==> config.mk <==
export PLATFORM = sky130hd
export DESIGN_NAME = id_decode_stage
export DESIGN_NICKNAME = d
export VERILOG_FILES = /design/src/rtl/id_decode_stage_pkg.sv /design/src/rtl/id_decode_stage_instr_field_decode.sv /design/src/rtl/id_decode_stage.sv
export SDC_FILE = /design/constraint.sdc
export NUM_CORES = 1
export LEC_CHECK = 0
export BUFFER_PORTS_ARGS = -buffer_cell sky130_fd_sc_hd__buf_2
export CAP_MARGIN = 10
export CORE_UTILIZATION = 34
export CTS_CLUSTER_SIZE = 40
export DETAILED_ROUTE_END_ITERATION = 10
export PLACE_DENSITY = 0.73
export SLEW_MARGIN = 10
export SYNTH_ARGS = -nofsm -noshare
export SYNTH_HDL_FRONTEND = slang
export SYNTH_SLANG_ARGS = --single-unit
==> constraint.sdc <==
create_clock -name clk -period 2.2 [get_ports clk]
set_clock_uncertainty 0.05 [all_clocks]
set_input_delay 0.11 -clock clk [delete_from_list [all_inputs] [get_ports clk]]
set_output_delay 0.11 -clock clk [all_outputs]
set_load 0.05 [all_outputs]
==> src/rtl/id_decode_stage_pkg.sv <==
// Shared ISA constants, default field widths and opcode classification for the decode stage.
// No logic or latency of its own.
// No flow control of its own.
package id_decode_stage_pkg;

  // Default instruction layout: opcode | r_i | r_j | r_k | imme, packed from the MSB down.
  localparam int INSTR_SIZE_DEF = 32;
  localparam int CODE_SIZE_DEF  = 6;
  localparam int REG_SIZE_DEF   = 5;
  localparam int IMME_SIZE_DEF  = 11;
  localparam int DATA_SIZE_DEF  = 32;
  localparam int SIGN_EXT_DEF   = 1;
  localparam int HCNT_SIZE_DEF  = 16;

  // Memory opcodes and the ALU function they always use for address generation.
  localparam int LW_CODE_DEF  = 2;
  localparam int SW_CODE_DEF  = 3;
  localparam int ADD_FUNC_DEF = 1;

  // Opcode class flags carried along with every decoded instruction.
  typedef struct packed {
    logic is_load;
    logic is_store;
  } op_flags_t;

  // Classify an opcode against the configured load/store codes.
  function automatic op_flags_t classify_op(input logic [31:0] code,
                                            input logic [31:0] lw_code,
                                            input logic [31:0] sw_code);
    op_flags_t f;
    f.is_load  = (code == lw_code);
    f.is_store = (code == sw_code);
    return f;
  endfunction

endpackage

==> src/rtl/id_decode_stage_instr_field_decode.sv <==
// Splits an instruction word into fields, overrides the function for loads/stores, extends the immediate.
// Purely combinational, zero latency.
// No flow control; the caller decides when the result is used.
module instr_field_decode
  import id_decode_stage_pkg::*;
#(
  parameter int INSTR_SIZE = INSTR_SIZE_DEF,
  parameter int CODE_SIZE  = CODE_SIZE_DEF,
  parameter int REG_SIZE   = REG_SIZE_DEF,
  parameter int IMME_SIZE  = IMME_SIZE_DEF,
  parameter int DATA_SIZE  = DATA_SIZE_DEF,
  parameter int SIGN_EXT   = SIGN_EXT_DEF,
  parameter int LW_CODE    = LW_CODE_DEF,
  parameter int SW_CODE    = SW_CODE_DEF,
  parameter int ADD_FUNC   = ADD_FUNC_DEF
) (
  input  logic [INSTR_SIZE-1:0] instr,
  output logic [CODE_SIZE-1:0]  code,
  output logic [REG_SIZE-1:0]   r_i,
  output logic [REG_SIZE-1:0]   r_j,
  output logic [REG_SIZE-1:0]   r_k,
  output logic [IMME_SIZE-1:0]  imme,
  output logic [DATA_SIZE-1:0]  imme_ext,
  output logic [IMME_SIZE-1:0]  i_func,
  output op_flags_t             flags
);

  // Bit positions of each field, walking down from the MSB.
  localparam int CODE_LSB = INSTR_SIZE - CODE_SIZE;
  localparam int RI_LSB   = CODE_LSB - REG_SIZE;
  localparam int RJ_LSB   = RI_LSB - REG_SIZE;
  localparam int RK_LSB   = RJ_LSB - REG_SIZE;
  localparam int IM_LSB   = RK_LSB - IMME_SIZE;

  assign code = instr[CODE_LSB +: CODE_SIZE];
  assign r_i  = instr[RI_LSB +: REG_SIZE];
  assign r_j  = instr[RJ_LSB +: REG_SIZE];
  assign r_k  = instr[RK_LSB +: REG_SIZE];
  assign imme = instr[IM_LSB +: IMME_SIZE];

  // Any bits below the immediate carry no meaning for this ISA.
  generate
    if (IM_LSB > 0) begin : g_low_bits
      logic unused_low_bits;
      assign unused_low_bits = ^instr[IM_LSB-1:0];
    end
  endgenerate

  // Immediate widening: sign- or zero-fill above the raw field, plain copy when widths match.
  generate
    if (DATA_SIZE > IMME_SIZE) begin : g_ext
      logic fill_bit;
      assign fill_bit = (SIGN_EXT != 0) ? imme[IMME_SIZE-1] : 1'b0;
      assign imme_ext = {{(DATA_SIZE-IMME_SIZE){fill_bit}}, imme};
    end else begin : g_copy
      assign imme_ext = imme;
    end
  endgenerate

  // Opcode classes; loads and stores compute an address, so their function is forced to ADD.
  always_comb begin
    flags  = classify_op(32'(code), 32'(LW_CODE), 32'(SW_CODE));
    i_func = imme;
    if (flags.is_load || flags.is_store) begin
      i_func = IMME_SIZE'(ADD_FUNC);
    end
  end

endmodule

==> src/rtl/id_decode_stage.sv <==
// Instruction decode pipeline register with load-use bubble insertion, flush and hazard counting.
// Latency 1 cycle from input handshake to out_valid; 1 instr/cycle when no hazard.
// in_ready drops while a held entry is stalled by out_ready=0 or while a load-use bubble is inserted.
module id_decode_stage
  import id_decode_stage_pkg::*;
#(
  parameter int INSTR_SIZE = INSTR_SIZE_DEF,
  parameter int CODE_SIZE  = CODE_SIZE_DEF,
  parameter int REG_SIZE   = REG_SIZE_DEF,
  parameter int IMME_SIZE  = IMME_SIZE_DEF,
  parameter int DATA_SIZE  = DATA_SIZE_DEF,
  parameter int SIGN_EXT   = SIGN_EXT_DEF,
  parameter int LW_CODE    = LW_CODE_DEF,
  parameter int SW_CODE    = SW_CODE_DEF,
  parameter int ADD_FUNC   = ADD_FUNC_DEF,
  parameter int HCNT_SIZE  = HCNT_SIZE_DEF
) (
  input  logic                  clk,
  input  logic                  rst_n,
  input  logic                  flush,
  input  logic                  in_valid,
  output logic                  in_ready,
  input  logic [INSTR_SIZE-1:0] instr,
  output logic                  out_valid,
  input  logic                  out_ready,
  output logic [CODE_SIZE-1:0]  i_code,
  output logic [REG_SIZE-1:0]   r_i,
  output logic [REG_SIZE-1:0]   r_j,
  output logic [REG_SIZE-1:0]   r_k,
  output logic [IMME_SIZE-1:0]  imme,
  output logic [DATA_SIZE-1:0]  imme_ext,
  output logic [IMME_SIZE-1:0]  i_func,
  output logic                  is_load,
  output logic                  is_store,
  output logic                  hazard,
  output logic [HCNT_SIZE-1:0]  hazard_cnt
);

  // One decoded instruction as held in the pipeline register.
  typedef struct packed {
    logic [CODE_SIZE-1:0] code;
    logic [REG_SIZE-1:0]  r_i;
    logic [REG_SIZE-1:0]  r_j;
    logic [REG_SIZE-1:0]  r_k;
    logic [IMME_SIZE-1:0] imme;
    logic [DATA_SIZE-1:0] imme_ext;
    logic [IMME_SIZE-1:0] i_func;
    op_flags_t            flags;
  } dec_entry_t;

  dec_entry_t           dec_in;
  dec_entry_t           ent_q, ent_d;
  logic                 valid_q, valid_d;
  logic [HCNT_SIZE-1:0] hcnt_q, hcnt_d;
  logic                 accept;

  // The same decoder feeds both the hazard comparison and the register input.
  instr_field_decode #(
    .INSTR_SIZE (INSTR_SIZE),
    .CODE_SIZE  (CODE_SIZE),
    .REG_SIZE   (REG_SIZE),
    .IMME_SIZE  (IMME_SIZE),
    .DATA_SIZE  (DATA_SIZE),
    .SIGN_EXT   (SIGN_EXT),
    .LW_CODE    (LW_CODE),
    .SW_CODE    (SW_CODE),
    .ADD_FUNC   (ADD_FUNC)
  ) u_dec (
    .instr    (instr),
    .code     (dec_in.code),
    .r_i      (dec_in.r_i),
    .r_j      (dec_in.r_j),
    .r_k      (dec_in.r_k),
    .imme     (dec_in.imme),
    .imme_ext (dec_in.imme_ext),
    .i_func   (dec_in.i_func),
    .flags    (dec_in.flags)
  );

  // Load-use check: an incoming source matching a held load's destination; r_k is no source for loads, r0 never hazards.
  always_comb begin
    hazard = 1'b0;
    if (in_valid && valid_q && ent_q.flags.is_load && (ent_q.r_i != '0)) begin
      if (dec_in.r_j == ent_q.r_i) begin
        hazard = 1'b1;
      end
      if ((dec_in.r_k == ent_q.r_i) && !dec_in.flags.is_load) begin
        hazard = 1'b1;
      end
    end
  end

  assign in_ready = !hazard && (!valid_q || out_ready);
  assign accept   = in_valid && in_ready;

  // Next register state: flush beats capture, capture beats drain, otherwise hold.
  always_comb begin
    valid_d = valid_q;
    ent_d   = ent_q;
    if (flush) begin
      valid_d = 1'b0;
    end else if (accept) begin
      valid_d = 1'b1;
      ent_d   = dec_in;
    end else if (valid_q && out_ready) begin
      valid_d = 1'b0;
    end
  end

  // Hazard cycle counter, saturating at all-ones; a flushed cycle does not count.
  always_comb begin
    hcnt_d = hcnt_q;
    if (hazard && !flush && (hcnt_q != '1)) begin
      hcnt_d = hcnt_q + HCNT_SIZE'(1);
    end
  end

  // Pipeline register and counter; reset drops any held entry immediately.
  always_ff @(posedge clk or negedge rst_n) begin
    if (!rst_n) begin
      valid_q <= 1'b0;
      ent_q   <= '0;
      hcnt_q  <= '0;
    end else begin
      valid_q <= valid_d;
      ent_q   <= ent_d;
      hcnt_q  <= hcnt_d;
    end
  end

  assign out_valid  = valid_q;
  assign i_code     = ent_q.code;
  assign r_i        = ent_q.r_i;
  assign r_j        = ent_q.r_j;
  assign r_k        = ent_q.r_k;
  assign imme       = ent_q.imme;
  assign imme_ext   = ent_q.imme_ext;
  assign i_func     = ent_q.i_func;
  assign is_load    = ent_q.flags.is_load;
  assign is_store   = ent_q.flags.is_store;
  assign hazard_cnt = hcnt_q;

endmodule

==> implementation parameters <==
Parameter                              Value

Status
  Status    complete, no violations

Finish
  Fraction of final layout cells sized beyond drive strength 1    0.563
  Area growth, synth to finish    46.1%
  Commonest cells after routing, fill and taps aside    buf_2 (130), dfrtp_1 (56), dlygate4sd3_1 (31)
  Count of antenna diodes in the layout    0
  Fin util    0.518
  Final std cell area, no fill    roughly 4300 µm²
  Net total in the final layout    429
  Area of the multi-input gates    approximately 1200 µm²
  Final non-filler cell total    between 500 and 600
  Filler cell count    712
  Register cell area after layout    about 1600 µm²
  Most common cell after layout, fill and taps aside    buf_2

Global routing
  Wire length of the first global-routing pass    about 11000 µm
  Grt ovf    0
  Combined global-route utilization of all metal layers    0.171
  Maximum number of pins on one net before global-route repair    32
  Number of global-route vias before repair    2251
  Number of antenna violations at the first check in global routing    0

Critical path
  Critical path peak fanout    5
  Reg2reg end    hazard_cnt[12]
  Kind of critical path    in2out
  Number of cells on the worst reg-to-reg path    6
  Required time at the worst-slack endpoint    2.04 ns
  Setup slack of the most critical reg-to-reg path    0.04 ns
  CP startpoint kind    input pin
  Capturing element type of the critical path    output port
  Worst r2r src    r_i[0]
  Critical path launch point    instr[31]
  Data arrival at the endpoint of the critical path    ~2.0 ns

Floorplan
  Number of standard-cell rows in the floorplan    33
  Die Footprint    9020 µm²
  Height of the die    95.0 µm
  IO Pins    133
  Initial Util    0.354
  Die X    between 90 and 100 µm
  Core Area    8300 µm²

Placed design
  # port buffers    roughly 130
  Worst setup slack after placement    -0.00263 ns
  Weighted congestion reported at the end of routability-driven placement    between 0.7 and 0.8
  # placed instances    between 400 and 500
  Sum of net half-perimeters after detailed placement    between 5000 and 6000 µm
  Area of placed instances    3660 µm²

Yosys
  Area share of the leading cell type in the synthesized netlist    0.528
  Post-synthesis async set-or-reset flop share    1.00
  Netlist cell types    34
  Dominant synthesized flop cell    dfrtp_1
  Ranking of synthesized cells by area    dfrtp_1 (53%), mux2_2 (13%), buf_4 (8.2%)
  Yosys warning total    0
  Largest area contributor in the netlist    dfrtp_1
  Proportion of synthesized chip area in sequential cells    0.528
  Synthesized instance count    234
  Total of flip-flops plus latches after synthesis    62
  EDFF count, synth    0
  Post-Syn Area    2940 µm²
  Post-Synthesis Mean Instance Area    12.6 µm²
  Post-Synthesis Net Count    272

Timing
  Final setup viols    0
  Unrepaired setup endpoints after global routing    true
  Worst max-slew margin expressed relative to the limit    0.534
  Final-layout setup total negative slack    0 ns
  Worst path setup slack after routing    approximately 0.018 ns
  Number of pins exceeding their max-slew limit in the final report    0
  Worst slack on hold paths    0.0201 ns
  Worst Tran Pin Value    0.699 ns
  Hold Fails Final Rpt    0
  Shortest clock period the worst path allows after layout    2.18 ns
  Portion of the clock cycle consumed by the worst path in the final layout    0.992
  Achievable clock frequency    458 MHz

Clock network
  Clock Tree Root    clkbuf_8
  Clock Tree Buf Depth    2
  Number of clock buffers inserted by TritonCTS    9
  CTS tree    built
  Number of H-tree branching levels    3
  Worst-skew pair later-pin latency    0.33 ns
  Clock Pin Slew Worst Setup and Hold Paths    0.06 ns
  Number of clock sinks seen by CTS    62

Routing
  Routed length per instance    around 15 µm
  Average via count per standard cell    4.72
  Wire length after detailed routing    7470 µm
  Number of optimization iterations in the first detailed-route pass    4
  ANT nets after route    0
  Remaining DRCs    0
  Number of vias in the routed layout    2365
  Iteration-0 DRC count of the detailed router    77

Worst hold path
  Startpoint of the tightest hold check path    instr[28]
  Kind of path behind the tightest hold check    in2reg
  End point of the worst hold path    i_code[2]
  Number of cells on the worst hold path    2

Power
  Power per standard cell area    916 nW/µm²
  Max VDD drop    0.333 mV
  Leakage power total    2.17 nW
  Final Total Pwr    3.94 mW

Job
  Number of max-capacitance violations reported    0
[cells in the mapped netlist, types with 2 or more instances]
| cell type | count |
|---|---|
| inv_1 | 2 |
| nor2_1 | 7 |
| and3_1 | 6 |
| buf_6 | 3 |
| clkbuf_1 | 2 |
| nor2b_1 | 2 |
| mux2_2 | 34 |
| xnor2_1 | 16 |
| dfrtp_1 | 62 |
| a22o_1 | 10 |
| mux2_1 | 2 |
| nand2_1 | 9 |
| buf_4 | 32 |
| xor2_1 | 8 |
| nand3_1 | 9 |
| or4_1 | 3 |
| nand4_1 | 9 |
| nor3_1 | 2 |
[metal layers]
metal  up-vias  wire length, µm  GRT usage
li1       1099                -          -
met1      1133             3110      0.198
met2       113             3670      0.299
met3        20              514     0.0451
met4         0              182     0.0682
met5         -                0          0
[worst max path at each step]
stage,end,slack (ns),cells after the start
4_1_cts,in_ready,-0.0005,6
2_1_floorplan,in_ready,-0.06,4
6_report,in_ready,0.02,9
3_5_place_dp,hazard_cnt[12],-0.003,6
3_3_place_gp,hazard_cnt[12],0.02,6
5_1_grt,in_ready,-0.08,9
[where the power goes]
group          switching (mW)  total [mW]  internal [mW]
sequential              0.111        1.39           1.28
clock                   0.428       0.979          0.551
combinational            1.13        1.57          0.432
[registers in the layout (all words and copies together) (netlist names)]
name,count
hazard_cnt,16
i_code,6
r_j,5
is_load,1
imme_ext,11
i_func,11
is_store,1
out_valid,1
r_k,5
r_i,5
[cell families after synthesis]
| group | count (synthesis) | synth area share |
|---|---|---|
| multiplexers | 37 | 0.141 |
| AO/OA/AOI/OAI | 17 | 0.0540 |
| flip-flops | 62 | 0.528 |
| buffers and inverters | 40 | 0.100 |
| AND/OR/NAND/NOR | 53 | 0.101 |
| XOR/XNOR | 24 | 0.0715 |
| adder cells (fa/ha/maj) | 1 | 0.00425 |
[repair_timing]
item                                    in CTS  in global routing
hold buffers                                31                  0
endpoints found under the hold margin       70                  0
pin swaps                                    5                  8
resized for setup                            5                 13
buffers inserted                             4                  4
endpoints found under the setup margin       3                 39
[area by class of cell]
class                      count  share of cell area
clock inverter                 4              0.0111
multi-input combinational    132               0.287
clock buffer                  12              0.0338
sequential                    62               0.363
timing repair buffer         184               0.273
inverter                       2             0.00175
tap                          105              0.0306
[worst max-delay path, stage by stage]
cell and delay (ns):
dlygate4sd3_1 0.54, buf_2 0.13, nor4_2 0.29, nand2_1 0.13, o211ai_1 0.26, buf_4 0.18, a21oi_4 0.08, nor2_2 0.11
buf_6 0.17
Power figures use the tool's default switching activity.
